--- src/rtl/hazard_scoreboard.sv ---
// Hazard controller for the 5-stage MIPS pipeline: operand forwarding, load-use and
// branch/jr stalls, and a multi-cycle mult/div sequencer that holds execute.
module hazard_scoreboard #(
   parameter int unsigned REG_W   = 5,
   parameter int unsigned DIV_LAT = 32,
   parameter int unsigned MUL_LAT = 4
) (
   input  logic             clk,
   input  logic             rst,
   input  logic [REG_W-1:0] rs_d,
   input  logic [REG_W-1:0] rt_d,
   input  logic             branch_d,
   input  logic             jr_d,
   input  logic [REG_W-1:0] rs_e,
   input  logic [REG_W-1:0] rt_e,
   input  logic [REG_W-1:0] wreg_e,
   input  logic             regwrite_e,
   input  logic             memtoreg_e,
   input  logic             mdu_start_e,
   input  logic             mdu_is_div_e,
   input  logic [REG_W-1:0] wreg_m,
   input  logic             regwrite_m,
   input  logic             memtoreg_m,
   input  logic [REG_W-1:0] wreg_w,
   input  logic             regwrite_w,
   input  logic             exc_flush,
   output logic             stall_f,
   output logic             stall_d,
   output logic             stall_e,
   output logic             flush_d,
   output logic             flush_e,
   output logic             flush_m,
   output logic             fwd_a_d,
   output logic             fwd_b_d,
   output logic [1:0]       fwd_a_e,
   output logic [1:0]       fwd_b_e,
   output logic             mdu_busy,
   output logic             mdu_done
);

   localparam int unsigned MAX_LAT = (DIV_LAT > MUL_LAT) ? DIV_LAT : MUL_LAT;
   localparam int unsigned CNT_W   = (MAX_LAT > 2) ? $clog2(MAX_LAT) : 1;
   localparam logic [CNT_W-1:0] DIV_INIT = CNT_W'(DIV_LAT - 2);
   localparam logic [CNT_W-1:0] MUL_INIT = CNT_W'(MUL_LAT - 2);

   typedef enum logic [1:0] {
      S_IDLE = 2'd0,
      S_BUSY = 2'd1,
      S_DONE = 2'd2
   } state_t;

   state_t           state_q;
   logic [CNT_W-1:0] cnt_q;

   logic start;
   logic lu;
   logic bs;
   logic bs_rs;
   logic bs_rt;
   logic mdu_stall;

   // Register 0 is hardwired, so it never creates a dependency.
   function automatic logic hit(input logic [REG_W-1:0] src, input logic [REG_W-1:0] dst);
      return (src != '0) && (src == dst);
   endfunction

   assign start     = mdu_start_e & ~exc_flush;
   assign lu        = memtoreg_e & regwrite_e & (hit(rs_d, wreg_e) | hit(rt_d, wreg_e));
   assign bs_rs     = (regwrite_e & hit(rs_d, wreg_e)) | (memtoreg_m & hit(rs_d, wreg_m));
   assign bs_rt     = (regwrite_e & hit(rt_d, wreg_e)) | (memtoreg_m & hit(rt_d, wreg_m));
   assign bs        = (branch_d & (bs_rs | bs_rt)) | (jr_d & bs_rs);
   assign mdu_stall = ((state_q == S_IDLE) & start) | (state_q == S_BUSY);

   assign mdu_busy  = (state_q != S_IDLE);
   assign mdu_done  = (state_q == S_DONE);

   // Forward selects, stalls and flushes; reset and exception flush dominate.
   always_comb begin
      stall_f = 1'b0;
      stall_d = 1'b0;
      stall_e = 1'b0;
      flush_d = 1'b0;
      flush_e = 1'b0;
      flush_m = 1'b0;
      fwd_a_d = 1'b0;
      fwd_b_d = 1'b0;
      fwd_a_e = 2'b00;
      fwd_b_e = 2'b00;
      if (rst) begin
         flush_d = 1'b1;
         flush_e = 1'b1;
         flush_m = 1'b1;
      end else begin
         fwd_a_d = regwrite_m & hit(rs_d, wreg_m);
         fwd_b_d = regwrite_m & hit(rt_d, wreg_m);
         if (regwrite_m & hit(rs_e, wreg_m))      fwd_a_e = 2'b10;
         else if (regwrite_w & hit(rs_e, wreg_w)) fwd_a_e = 2'b01;
         if (regwrite_m & hit(rt_e, wreg_m))      fwd_b_e = 2'b10;
         else if (regwrite_w & hit(rt_e, wreg_w)) fwd_b_e = 2'b01;
         if (exc_flush) begin
            flush_d = 1'b1;
            flush_e = 1'b1;
            flush_m = 1'b1;
         end else begin
            stall_f = lu | bs | mdu_stall;
            stall_d = lu | bs | mdu_stall;
            stall_e = mdu_stall;
            // A held mult/div in E must not be bubbled by a decode hazard.
            flush_e = (lu | bs) & ~mdu_stall;
            flush_m = mdu_stall;
         end
      end
   end

   // Mult/div sequencer: LAT stall cycles, then a one-cycle DONE as it leaves E.
   always_ff @(posedge clk) begin
      if (rst || exc_flush) begin
         state_q <= S_IDLE;
         cnt_q   <= '0;
      end else begin
         case (state_q)
            S_IDLE: begin
               if (mdu_start_e) begin
                  state_q <= S_BUSY;
                  cnt_q   <= mdu_is_div_e ? DIV_INIT : MUL_INIT;
               end
            end
            S_BUSY: begin
               if (cnt_q == '0) state_q <= S_DONE;
               else             cnt_q   <= cnt_q - 1'b1;
            end
            S_DONE:  state_q <= S_IDLE;
            default: state_q <= S_IDLE;
         endcase
      end
   end

endmodule

--- config.mk ---
export PLATFORM = sky130hd
export DESIGN_NAME = hazard_scoreboard
export DESIGN_NICKNAME = d
export VERILOG_FILES = /design/src/rtl/hazard_scoreboard.sv
export SDC_FILE = /design/constraint.sdc
export NUM_CORES = 1
export LEC_CHECK = 0
export BUFFER_PORTS_ARGS = -buffer_cell sky130_fd_sc_hd__buf_2
export CAP_MARGIN = 25
export CORE_ASPECT_RATIO = 0.75
export CORE_UTILIZATION = 30
export CTS_BUF_LIST = sky130_fd_sc_hd__clkbuf_8 sky130_fd_sc_hd__clkbuf_16
export CTS_CLUSTER_DIAMETER = 60
export DETAILED_ROUTE_END_ITERATION = 8
export PLACE_DENSITY = 0.59
export SYNTH_ARGS = -nofsm -noshare
export SYNTH_HDL_FRONTEND = slang
export SYNTH_SLANG_ARGS = --single-unit
--- constraint.sdc ---
create_clock -name clk -period 2.4 [get_ports clk]
set_input_delay 0.48 -clock clk [delete_from_list [all_inputs] [get_ports clk]]
set_output_delay 0.48 -clock clk [all_outputs]
set_load 0.005 [all_outputs]
Yosys cells after proc, flatten, opt, wreduce, memory -nomap -nowiden --
Cells that the tools add are included.
Word-level totals: bits in registers 7, latch bits 0, bits in writable memories 0, bits in read-only memories 0, input port bits 47, output and inout bits 14, word-level logic and storage cells 87, memories 0
Operators by class: add/subtract/negate cells 1, multipliers 0, divide/modulo/power cells 0, magnitude comparators 0, eq/ne operators 13, shift operators 0, muxes and demuxes 25, bitwise logic cells 27, reduce and logical (&&, ||, !) cells 19
Operator list (number):
- $eq A5 B5 Y1 | 8
- $reduce_bool A5 Y1 | 4
- $and A1 B1 Y1 | 17
- $mux W5 | 3
- $mux W1 | 14
- $mux W2 | 6
- $pmux W5 S2 | 1
- $logic_and A1 B1 Y1 | 8
- $or A1 B1 Y1 | 8
- $logic_not A5 Y1 | 1
- $sub A5 B1 Y5 const B | 1
- $ne A2 B2 Y1 const B | 2
- $pmux W2 S2 | 1
- $reduce_bool A2 Y1 | 2
- $reduce_and A3 Y1 | 1
- $eq A2 B1 Y1 const B | 1
- $eq A2 B2 Y1 const B | 1
- $logic_not A2 Y1 | 1
- $ne A2 B1 Y1 const B | 1
- $not A1 Y1 | 2
- $reduce_and A2 Y1 | 1
- $logic_or A1 B1 Y1 | 1

Depth between registers and ports, before layout --
Gate-level depths: netlist of the first run.
depth in word-level cells 11, gate-level depth with buffers 7, depth with buffers taken out 7

Worst setup path after synthesis of the first run --
OpenSTA, ideal clock, no wires.
path type input -> output, start point in rt_d[1], end point out stall_f, arrival 1687 ps, data required time 1920 ps, path slack 233 ps, stages on the path 6, path buffers 1, cells stage by stage or4_1 -> nor2_1 -> nor3_1 -> a31oi_1 -> a31oi_1 -> buf_4
On the way: longest elaborated chain between the ends 11, elaborated cells between the ends (all ways) 17, those cells by class eq/ne (2); mux (2); bitwise (10); reduce/logical (3)
Ends and longest elaborated chain:
- start, declared | RTL line 11 | input logic [REG_W-1:0] rt_d,
- $eq A5 B5 Y1 / $reduce_bool A5 Y1 (equally long branches) | RTL line 64 | return (src != '0) && (src == dst);
- $logic_and A1 B1 Y1 | RTL line 64
- $and A1 B1 Y1 | RTL line 70 | assign bs_rt = (regwrite_e & hit(rt_d, wreg_e)) | (memtoreg_m & hit(rt_d, wreg_m));
- $or A1 B1 Y1 | RTL line 70
- $or A1 B1 Y1 | RTL line 71 | assign bs = (branch_d & (bs_rs | bs_rt)) | (jr_d & bs_rs);
- $and A1 B1 Y1 | RTL line 71
- $or A1 B1 Y1 | RTL line 71
- $or A1 B1 Y1 (*) (2 in series)
- $mux W1 (*) (2 in series)
- end, declared | RTL line 27 | output logic stall_f,
Mark *: on every way between the ends. The rest lies on a longest branch, timed or not.

Worst setup path after layout of the first run --
start point in rs_e[1], end point out fwd_a_e[0]
On the way: longest elaborated chain between the ends 6, elaborated cells between the ends (all ways) 10, those cells by class eq/ne (2); mux (3); bitwise (2); reduce/logical (3)
Ends and longest elaborated chain:
- start, declared | RTL line 14 | input logic [REG_W-1:0] rs_e,
- $eq A5 B5 Y1 / $reduce_bool A5 Y1 (equally long branches) | RTL line 64
- $logic_and A1 B1 Y1 | RTL line 64
- $and A1 B1 Y1 | RTL line 97 | else if (regwrite_w & hit(rs_e, wreg_w)) fwd_a_e = 2'b01;
- $mux W1 | RTL line 97
- $mux W2 (*) | RTL line 96 | if (regwrite_m & hit(rs_e, wreg_m)) fwd_a_e = 2'b10;
- $mux W2 (*) | RTL line 89 | if (rst) begin
- end, declared | RTL line 35 | output logic [1:0] fwd_a_e,
Marked as above.

==> impl_summary.log, run 1 <==
[metrics] run status: finished, final reports clean
[metrics] largest voltage drop on the vdd net: between 0.00015 and 0.0002 V
[metrics] Fin Setup TNS: 0 ps
[metrics] Final setup violation count: 0
[metrics] number of clock sinks: 7
[metrics] deepest clock path buffer count: 2
[metrics] leading post-synthesis cells by cell area: sky130_fd_sc_hd__xnor2_1, sky130_fd_sc_hd__dfxtp_1, sky130_fd_sc_hd__xor2_1
[metrics] most numerous cell in the Yosys netlist: sky130_fd_sc_hd__xnor2_1
[metrics] Cells after Synth: about 130
[metrics] last weighted congestion value of the routability-driven placer: approximately 0.9
[metrics] final net count: 245
[metrics] fraction of synthesis flops using an asynchronous set or reset pin: 0%
[metrics] standard-cell row count: 17
[metrics] Clock power frac: about a third
[metrics] post-detail-place hpwl: between 2000 and 3000 um
[metrics] post-synth cell types: 36
[metrics] register area share after synthesis: ~14%
[metrics] class of the tightest hold or removal check: reg -> reg
[metrics] buffers inserted during post-CTS setup optimization: 0
[metrics] Total Routing Usage GR: roughly 16%
[metrics] finished layout cell area: 1420 um2
[metrics] Comb power frac: a little over two fifths
[metrics] start of the worst register-to-register path: cnt_q[0]$_SDFFE_PP0P_
[metrics] worst-path cell chain: buf_2, or4_1, nor2_1, nor4_1, nor4_1, buf_2
[metrics] portion of netlist area occupied by mux cells: 0.980%
[metrics] number of vias per cell after detailed routing: about 5.2
[metrics] number of primary I/O pins: roughly 60
[metrics] global-route congestion overflow total: 0
[metrics] reg-to-reg setup timing slack: about 610 ps
[metrics] area of the mapped netlist: approximately 1000 um2
[metrics] complex-gate fraction of the synthesized area: 16.8%
[metrics] max-cap violation count: 0
[metrics] number of buffers created by CTS: 3
[metrics] endpoint of the worst setup timing path: fwd_a_e[0]
[metrics] overall routed net length: about 3000 um
[metrics] Final ANT Viol Nets: 0
[metrics] worst stage delay on the critical path: 510 ps
[metrics] xor/xnor share of the synthesized area: approximately 33%
[metrics] Worst Slack Setup Final: between 90 and 100 ps
[metrics] post-synth top area share: about 27%
[metrics] placed standard-cell area: 1370 um2
[metrics] cell type with the largest total area after synthesis: sky130_fd_sc_hd__xnor2_1
[metrics] required time of the critical path: approximately 1900 ps
[metrics] cell at the root of the clock tree: sky130_fd_sc_hd__clkbuf_8
[metrics] category of the worst setup path launch point: input pin
[metrics] Clock Latency Late Sink: roughly 230 ps
[metrics] detailed router's first-iteration violation count: 57
[metrics] number of synthesized flops with an enable pin: 0
[metrics] cells on worst reg2reg path: 7
[metrics] part of the power in registers: 25.3%
[metrics] initial core utilization: about a third
[metrics] Reg clk slew, reported paths: around 40 ps
[metrics] critical register-to-register path endpoint: cnt_q[3]$_SDFFE_PP0P_
[metrics] cell internal pwr: between 300 and 400 uW
[metrics] critical path endpoint category: output pin
[metrics] dominant synthesized flop cell: sky130_fd_sc_hd__dfxtp_1
[metrics] number of global-route vias before repair: between 1000 and 1500
[metrics] number of antenna violations at the first check in global routing: 0
[metrics] total core area: 3080 um2
[metrics] Max Transition Viols Final: 0
[metrics] leak pwr: about 0.00062 uW
[metrics] 1st-pass router iterations: 4
[metrics] number of warnings printed during yosys synthesis: 0
[metrics] Worst Clk Skew: about 1.6 ps
[metrics] launching instance or port of the critical path: rs_e[1]
[metrics] maximum clock frequency: approximately 430 MHz
[metrics] basic-gate share of the synthesized area counting and, or, nand and nor cells: between 20% and 30%
[metrics] hold buffer count at cts: 0
[metrics] total die area: 3640 um2
[metrics] power density over cell area: 354 nW/um2
[metrics] largest family of logic cells by synthesized area: XOR/XNOR gates
[metrics] detailed-route via count: 1211
[metrics] leading cell types by count after synthesis: sky130_fd_sc_hd__xnor2_1, sky130_fd_sc_hd__nor2_1, sky130_fd_sc_hd__dfxtp_1, sky130_fd_sc_hd__inv_1, sky130_fd_sc_hd__nor4_1
[metrics] DR DRC count: 0
[metrics] switching power: between 150 and 200 uW
[metrics] routed len/inst: around 13 um
[metrics] die boundary height: approximately 53 um
[metrics] clock tree from TritonCTS: built
[metrics] width of the die: between 60 and 70 um
[metrics] Ant. Diodes: 0
[metrics] synthesized flop and latch total: 7
[metrics] number of hold violations in the final report: 0
[metrics] fraction of layout cells with a size suffix above 1: between 30% and 40%
[metrics] number of nets produced by synthesis: 182
[metrics] Final Core Density: ~46%
[metrics] cell with the biggest individual delay on the critical path: sky130_fd_sc_hd__or4_1
[metrics] switching part of the total power: roughly a third
[metrics] total number of H-tree levels: 1
[metrics] count of buffers from port buffering: 60
[metrics] adder and majority gate portion of the synthesized area: 2.45%
[metrics] final period demand of the worst path: between 2000 and 2500 ps
[metrics] measured slew at the worst slew-check pin: around 400 ps
[metrics] post-place setup slack: ~53 ps
[metrics] post-cts resize count: 0
[metrics] area overhead of the layout relative to synthesis: 39.2%
[metrics] unrepaired setup endpoints after global routing: no
[metrics] signal arrival time at the worst endpoint: 1820 ps
[metrics] number of fill cells in the layout: between 300 and 400
[metrics] global-route wire length before repair: ~4800 um
[metrics] crit-path max FO: 4
[metrics] classification of the worst setup path: in -> out
[metrics] mean cell area of the mapped netlist: between 7 and 8 um2
[metrics] Power, Total: a little over 500 uW
[metrics] largest net degree at the start of global routing: 8
[metrics] share of the clock period used by the worst path: 95.9%
[metrics] Slew headroom: approximately 73%
[how the worst min path moves through the flow]
stage / from / to / slack, ps / cells past startpoint
after floorplan: cnt_q[4]$_SDFFE_PP0P_ / cnt_q[4]$_SDFFE_PP0P_ / 510 / 1
after global placement: cnt_q[4]$_SDFFE_PP0P_ / cnt_q[4]$_SDFFE_PP0P_ / 540 / 1
after detailed placement: cnt_q[4]$_SDFFE_PP0P_ / cnt_q[4]$_SDFFE_PP0P_ / 550 / 1
after CTS: cnt_q[4]$_SDFFE_PP0P_ / cnt_q[4]$_SDFFE_PP0P_ / 560 / 1
after global routing: cnt_q[4]$_SDFFE_PP0P_ / cnt_q[4]$_SDFFE_PP0P_ / 590 / 1
final: cnt_q[4]$_SDFFE_PP0P_ / cnt_q[4]$_SDFFE_PP0P_ / 570 / 1
[critical path, delay by kind of cell]
| kind | cells | cell delay [ps] |
|---|---|---|
| AND/OR/NAND/NOR | 4 | 1040 |
| buffers and inverters | 2 | 300 |
[kinds of logic after synthesis]
kind of cell    after synthesis
mux                           1
xor+xnor                     38
flops                         7
fa+ha+maj                     2
compound gates               22
simple gates                 52
buf+inv                      11
[cell type report]
class	count	area, um2	area share (%)
Multi-Input combinational cell	115	847	59.6
Timing Repair Buffer	62	315	22.2
Sequential cell	7	140	9.86
Tap cell	38	47.5	3.35
Clock buffer	3	41.3	2.90
Inverter	7	26.3	1.85
Clock inverter	1	3.75	0.264
[layer usage]
metal | vias to the layer above | wire length [um] | global-route usage (%)
met3 | 2 | 165 | 3.46
met4 | 0 | 6 | 1.36
met1 | 558 | 1380 | 20.1
li1 | 601 | - | -
met5 | - | 0 | 0
met2 | 50 | 1490 | 30.6
[power by group through the flow]
stage	logic (uW)	clock network, uW	registers, uW
6_report	211	165	127
5_1_grt	232	170	128
4_1_cts	210	166	127
3_5_place_dp	209	0	129
3_3_place_gp	203	0	129
2_1_floorplan	120	0	128
[cell usage in the layout (no fill, tap or decap), types with 2 or more instances in the layout]
cell / count
sky130_fd_sc_hd__ha_1: 2
sky130_fd_sc_hd__a21oi_1: 4
sky130_fd_sc_hd__or4_1: 3
sky130_fd_sc_hd__o21ai_0: 2
sky130_fd_sc_hd__buf_4: 2
sky130_fd_sc_hd__dfxtp_1: 7
sky130_fd_sc_hd__o221a_2: 3
sky130_fd_sc_hd__buf_2: 60
sky130_fd_sc_hd__nor2_1: 11
sky130_fd_sc_hd__nor2b_1: 4
sky130_fd_sc_hd__a31oi_1: 4
sky130_fd_sc_hd__xnor2_1: 32
sky130_fd_sc_hd__nor4_1: 7
sky130_fd_sc_hd__nor3_1: 4
sky130_fd_sc_hd__nor2_4: 2
sky130_fd_sc_hd__inv_1: 8
sky130_fd_sc_hd__nand2_1: 6
sky130_fd_sc_hd__nand3_1: 3
sky130_fd_sc_hd__nand4_1: 5
sky130_fd_sc_hd__xor2_1: 6
sky130_fd_sc_hd__clkbuf_8: 3
[sequential cells by signal, summed over array words and instances, names as in the netlist]
name / flops
state_q: 2
cnt_q: 5
[through the flow]
| step | hold slack, ps | std cells |
|---|---|---|
| floorplan | 512 | 133 |
| global placement | 538 | 229 |
| detailed placement | 551 | 229 |
| CTS | 561 | 233 |
| global route | 588 | 233 |
| finish | 567 | 233 |
Power figures use the tool's default switching activity.
==> inputs of run 2 (changes only) <==
Settings changed: SETUP_SLACK_MARGIN set to 0.1.
Clock period 2.4 ns to 3 ns, I/O delays scaled along.
==> run 2 against run 1 <==
  * Cell count shrank 0.43%
  * Worst hold slack is essentially flat
  * Sequential cell count is the same
  * Largest power group unchanged
  * Die area is the same
  * Highest routed layer is now met3
==> impl_summary.log, run 2 (same netlist as run 1, synthesis figures left out) <==
[metrics] run status: finished, final reports clean
[metrics] Clock Latency Late Sink: 230 ps (about the same)
[metrics] maximum clock frequency: ~390 MHz
[metrics] Fin Setup TNS: 0 ps (unchanged)
[metrics] power density over cell area: 284 nW/um2 (-20%)
[metrics] placed standard-cell area: 1360 um2 (-0.55%)
[metrics] leak pwr: 0.000613 uW (-0.94%)
[metrics] measured slew at the worst slew-check pin: 340 ps (-55.4 ps)
[metrics] die boundary height: 52.5 um (unchanged)
[metrics] worst hold margin: 567 ps (-0.155 ps)
[metrics] signal arrival time at the worst endpoint: 1990 ps (+170 ps)
[metrics] detailed router's first-iteration violation count: 27 (-53%)
[metrics] count of buffers from port buffering: 60 (unchanged)
[metrics] buffers inserted during post-CTS setup optimization: 0 (unchanged)
[metrics] largest registers: cnt_q (5), state_q (2)
[metrics] total die area: 3640 um2 (unchanged)
[metrics] largest voltage drop on the vdd net: 0.000168 V (-14%)
[metrics] critical path endpoint category: output pin
[metrics] Reg clk slew, reported paths: 40 ps (about the same)
[metrics] number of vias per cell after detailed routing: 5.25 (+1.1%)
[metrics] Max Transition Viols Final: 0 (unchanged)
[metrics] DR DRC count: 0 (unchanged)
[metrics] detailed-route via count: 1219 (+0.66%)
[metrics] global-route congestion overflow total: 0 (unchanged)
[metrics] area overhead of the layout relative to synthesis: 37.4%
[metrics] Worst Clk Skew: 2.82 ps (+1.26 ps)
[metrics] post-place setup slack: 407 ps (+355 ps)
[metrics] number of global-route vias before repair: 1157 (+7.0%)
[metrics] finished layout cell area: 1400 um2 (-1.3%)
[metrics] global-route wire length before repair: 4910 um (+3.0%)
[metrics] largest net degree at the start of global routing: 8 (unchanged)
[metrics] category of the worst setup path launch point: input pin
[metrics] standard-cell row count: 17 (unchanged)
[metrics] total number of H-tree levels: 1 (unchanged)
[metrics] post-detail-place hpwl: 2780 um (+3.6%)
[metrics] hold buffer count at cts: 0 (unchanged)
[metrics] classification of the worst setup path: in -> out
[metrics] overall routed net length: 3210 um (+5.5%)
[metrics] number of cells after detailed placement: 228 (-0.44%)
[metrics] final period demand of the worst path: about 2600 ps
[metrics] number of antenna violations at the first check in global routing: 0 (unchanged)
[metrics] required time of the critical path: 2400 ps (+480 ps)
[metrics] last weighted congestion value of the routability-driven placer: 0.826 (-6.1%)
[metrics] crit-path max FO: 3 (-1)
[metrics] width of the die: 69.4 um (unchanged)
[metrics] commonest non-fill, non-tap cell in the layout: sky130_fd_sc_hd__buf_2
[metrics] Largest Register: cnt_q
[metrics] routed len/inst: 13.8 um (+6.0%)
[metrics] number of primary I/O pins: 61 (unchanged)
[metrics] unrepaired setup endpoints after global routing: no
[metrics] share of the clock period used by the worst path: between 80% and 90%
[metrics] fraction of layout cells with a size suffix above 1: 37.6% (-1.3 points)
[metrics] Final setup violation count: 0 (unchanged)
[metrics] Ant. Diodes: 0 (unchanged)
[metrics] cell at the root of the clock tree: sky130_fd_sc_hd__clkbuf_8
[metrics] final net count: 244 (-0.41%)
[metrics] number of buffers created by CTS: 3 (unchanged)
[metrics] clock tree from TritonCTS: built
[metrics] class of the tightest hold or removal check: reg -> reg
[metrics] Worst Slack Setup Final: 408 ps (+310 ps)
[metrics] 1st-pass router iterations: 4 (unchanged)
[metrics] number of clock sinks: 7 (unchanged)
[metrics] initial core utilization: 33.1% (unchanged)
[metrics] commonest cells after routing, fill and taps aside: sky130_fd_sc_hd__buf_2, sky130_fd_sc_hd__xnor2_1, sky130_fd_sc_hd__nor2_1, sky130_fd_sc_hd__inv_1
[metrics] Total Routing Usage GR: 17.1% (+0.77 points)
[metrics] deepest clock path buffer count: 2 (unchanged)
[metrics] Final ANT Viol Nets: 0 (unchanged)
[metrics] total core area: 3080 um2 (unchanged)
[metrics] number of hold violations in the final report: 0 (unchanged)
[metrics] Slew headroom: 77.0% (+3.7 points)
[metrics] post-layout instance count excluding filler cells: 232 (-0.43%)
[metrics] flip-flop count of the largest register after layout: 5 (unchanged)
[metrics] max-cap violation count: 0 (unchanged)
[metrics] post-cts resize count: 0 (unchanged)
==> run 2: cell types whose count changed in the layout (fill, tap and decap cells not counted), sizes merged <==
cell / change
buf: -1
==> run 2: critical path: stages <==
cell	delay, ps
sky130_fd_sc_hd__buf_2	120
sky130_fd_sc_hd__or4_1	510
sky130_fd_sc_hd__nor2_1	180
sky130_fd_sc_hd__nor3_1	90
sky130_fd_sc_hd__a31oi_1	220
sky130_fd_sc_hd__a31oi_1	120
sky130_fd_sc_hd__buf_2	150
==> run 2: path summary, 6_finish.rpt <==
check	from	end	slack (ps)	cells after the start
setup / recovery	rt_d[1]	stall_f	410	7
hold / removal	cnt_q[0]$_SDFFE_PP0P_	cnt_q[0]$_SDFFE_PP0P_	570	2
setup reg to reg	cnt_q[0]$_SDFFE_PP0P_	cnt_q[3]$_SDFFE_PP0P_	1190	7
hold reg to reg	cnt_q[0]$_SDFFE_PP0P_	cnt_q[0]$_SDFFE_PP0P_	570	2
==> run 2: routing by layer <==
metal,GRT usage [%],up-vias,part of all wire [%]
met5,0,-,0
met4,3.74,0,0
met3,3.85,0,5.9
met2,32.7,47,50
met1,19.7,572,44
li1,-,600,-
==> run 2: layout make-up <==
type                    count  area [um2]
clock buffers               3        41.3
fillers                   339        1680
repair buffers             61         308
clock inverters             1        3.75
multi-input cells         115         836
well taps                  38        47.5
flip-flops and latches      7         140
inverters                   7        26.3
==> run 2: power by group <==
| group | internal, uW | total, uW | leakage [uW] | switching [uW] |
|---|---|---|---|---|
| combinational | 82.8 | 168 | 0.000529 | 85.0 |
| sequential | 97.7 | 102 | 0.0000571 | 4.40 |
| clock | 88.4 | 129 | 0.0000269 | 40.2 |
| total | 269 | 398 | 0.000613 | 130 |
==> run 2: metrics by stage <==
| step | total power, uW | util [%] |
|---|---|---|
| floorplan | 198 | - |
| global placement | 265 | 44.0 |
| detailed placement | 271 | 44.0 |
| CTS | 403 | 45.5 |
| global route | 426 | 45.5 |
| finish | 398 | 45.5 |
==> inputs of run 3 (changes only) <==
Settings changed: PLACE_DENSITY 0.59 to unset, REMOVE_ABC_BUFFERS set to 1.
==> run 3 against run 2 <==
  * Total power decreased by 0.18%
  * Via count fell by 2.1%
  * Sequential power barely moved
  * Cell area stayed put
  * Worst hold slack lost 11 ps
  * Fmax down 0.96%
  * Sequential share of layout area is the same
  * Cell count did not move
  * Sequential cell count did not move
  * Worst setup slack got worse by 25 ps
  * Largest power group unchanged
  * Highest routed layer is now met4
==> impl_summary.log, run 3 (same netlist as run 1, synthesis figures left out) <==
[metrics] number of fill cells in the layout: 291 (-14%)
[metrics] standard-cell row count: 17 (unchanged)
[metrics] maximum clock frequency: 382 MHz (-0.96%)
[metrics] detailed router's first-iteration violation count: 38 (+41%)
[metrics] unrepaired setup endpoints after global routing: no
[metrics] largest voltage drop on the vdd net: 0.000120 V (-28%)
[metrics] final period demand of the worst path: 2620 ps (+25.3 ps)
[metrics] hold buffer count at cts: 0 (unchanged)
[metrics] number of primary I/O pins: 61 (unchanged)
[metrics] Worst Clk Skew: 4.09 ps (+1.27 ps)
[metrics] required time of the critical path: 2400 ps (about the same)
[metrics] Ant. Diodes: 0 (unchanged)
[metrics] run status: finished, final reports clean
[metrics] number of global-route vias before repair: 1138 (-1.6%)
[metrics] share of the clock period used by the worst path: 87.3% (+0.84 points)
[metrics] Fin Setup TNS: 0 ps (unchanged)
[metrics] Reg clk slew, reported paths: 40 ps (about the same)
[metrics] count of buffers from port buffering: 60 (unchanged)
[metrics] critical path endpoint category: output pin
[metrics] area overhead of the layout relative to synthesis: 37.4% (unchanged)
[metrics] largest net degree at the start of global routing: 8 (unchanged)
[metrics] Largest Register: cnt_q
[metrics] Final setup violation count: 0 (unchanged)
[metrics] final net count: 244 (unchanged)
[metrics] reg-to-reg setup timing slack: 1200 ps (about the same)
[metrics] Worst Slack Setup Final: 382 ps (-25.3 ps)
[metrics] class of the tightest hold or removal check: reg -> reg
[metrics] Max Transition Viols Final: 0 (unchanged)
[metrics] cells on worst reg2reg path: 7 (unchanged)
[metrics] clock tree from TritonCTS: built
[metrics] launching instance or port of the critical path: rt_d[1]
[metrics] buffers inserted during post-CTS setup optimization: 0 (unchanged)
[metrics] number of vias per cell after detailed routing: 5.15 (-2.1%)
[metrics] Final Core Density: 45.5% (unchanged)
[metrics] total core area: 3080 um2 (unchanged)
[metrics] Clock Latency Late Sink: 230 ps (about the same)
[metrics] leak pwr: 0.000613 uW (unchanged)
[metrics] Final ANT Viol Nets: 0 (unchanged)
[metrics] start of the worst register-to-register path: cnt_q[0]$_SDFFE_PP0P_
[metrics] number of buffers created by CTS: 3 (unchanged)
[metrics] max-cap violation count: 0 (unchanged)
[metrics] number of hold violations in the final report: 0 (unchanged)
[metrics] total die area: 3640 um2 (unchanged)
[metrics] commonest cells after routing, fill and taps aside: sky130_fd_sc_hd__buf_2, sky130_fd_sc_hd__xnor2_1, sky130_fd_sc_hd__nor2_1, sky130_fd_sc_hd__inv_1
[metrics] last weighted congestion value of the routability-driven placer: 0.856 (+3.6%)
[metrics] width of the die: 69.4 um (unchanged)
[metrics] category of the worst setup path launch point: input pin
[metrics] total number of H-tree levels: 1 (unchanged)
[metrics] deepest clock path buffer count: 2 (unchanged)
[metrics] post-detail-place hpwl: 2620 um (-5.8%)
[metrics] largest registers: cnt_q (5), state_q (2)
[metrics] number of clock sinks: 7 (unchanged)
[metrics] global-route congestion overflow total: 0 (unchanged)
[metrics] fraction of layout cells with a size suffix above 1: 37.6% (unchanged)
[metrics] hold path startpoint: cnt_q[4]$_SDFFE_PP0P_
[metrics] routed len/inst: 12.7 um (-8.0%)
[metrics] post-place setup slack: 382 ps (-25.5 ps)
[metrics] die boundary height: 52.5 um (unchanged)
[metrics] power density over cell area: 284 nW/um2 (-0.18%)
[metrics] 1st-pass router iterations: 4 (unchanged)
[metrics] flip-flop count of the largest register after layout: 5 (unchanged)
[metrics] critical register-to-register path endpoint: cnt_q[3]$_SDFFE_PP0P_
[metrics] endpoint of the worst setup timing path: stall_f
[metrics] post-cts resize count: 0 (unchanged)
[metrics] Slew headroom: 76.2% (-0.78 points)
[metrics] initial core utilization: 33.1% (unchanged)
[metrics] signal arrival time at the worst endpoint: 2020 ps (+30 ps)
[metrics] Total Routing Usage GR: 16.6% (-0.54 points)
[metrics] cell at the root of the clock tree: sky130_fd_sc_hd__clkbuf_8
[metrics] DR DRC count: 0 (unchanged)
[metrics] measured slew at the worst slew-check pin: 352 ps (+11.6 ps)
[metrics] commonest non-fill, non-tap cell in the layout: sky130_fd_sc_hd__buf_2
[metrics] detailed-route via count: 1194 (-2.1%)
[metrics] classification of the worst setup path: in -> out
[metrics] number of antenna violations at the first check in global routing: 0 (unchanged)
[metrics] overall routed net length: 2950 um (-8.0%)
[metrics] crit-path max FO: 3 (unchanged)
[metrics] global-route wire length before repair: 4820 um (-2.0%)
==> run 3: cell counts in the layout (fill, tap and decap cells not counted) <==
Identical to the previous run, type by type.
==> run 3: critical path: stages <==
cell and delay, ps:
sky130_fd_sc_hd__buf_2 120, sky130_fd_sc_hd__or4_1 530, sky130_fd_sc_hd__nor2_1 190, sky130_fd_sc_hd__nor3_1 90
sky130_fd_sc_hd__a31oi_1 220, sky130_fd_sc_hd__a31oi_1 120, sky130_fd_sc_hd__buf_2 140
==> run 3: worst min-delay path by stage <==
| stage | to | slack (ps) | depth (start not counted) |
|---|---|---|---|
| 2_1_floorplan | cnt_q[4]$_SDFFE_PP0P_ | 510 | 1 |
| 3_3_place_gp | cnt_q[4]$_SDFFE_PP0P_ | 530 | 1 |
| 3_5_place_dp | cnt_q[4]$_SDFFE_PP0P_ | 540 | 1 |
| 4_1_cts | cnt_q[4]$_SDFFE_PP0P_ | 550 | 1 |
| 5_1_grt | cnt_q[4]$_SDFFE_PP0P_ | 590 | 1 |
| 6_report | cnt_q[4]$_SDFFE_PP0P_ | 560 | 1 |
==> run 3: area by class of cell <==
type                       instances  area [um2]  share of cell area, %
clock inverter                     1        3.75                  0.268
timing repair buffer              61         308                   21.9
sequential                         7         140                   9.99
inverter                           7        26.3                   1.87
tap                               38        47.5                   3.39
multi-input combinational        115         836                   59.6
clock buffer                       3        41.3                   2.94
==> run 3: per-layer routing <==
| metal | GRT usage (%) | vias up | wire length [um] |
|---|---|---|---|
| li1 | - | 597 | - |
| met1 | 20.6 | 545 | 1340 |
| met2 | 29.4 | 50 | 1420 |
| met3 | 4.23 | 2 | 169 |
| met4 | 2.72 | 0 | 17 |
| met5 | 0 | - | 0 |
==> run 3: stage by stage <==
step	hold WS [ps]	cell area, um2	power [uW]	instances
final	556	1400	398	232
after CTS	554	1400	403	232
after floorplan	512	1000	194	129
after global routing	587	1400	427	232
after global placement	528	1360	265	228
after detailed placement	542	1360	269	228
==> run 3: where the power goes <==
part	total (uW)	switching [uW]	internal, uW
clock network	130	41.2	88.5
logic	166	83.6	82.8
registers	102	4.04	97.7
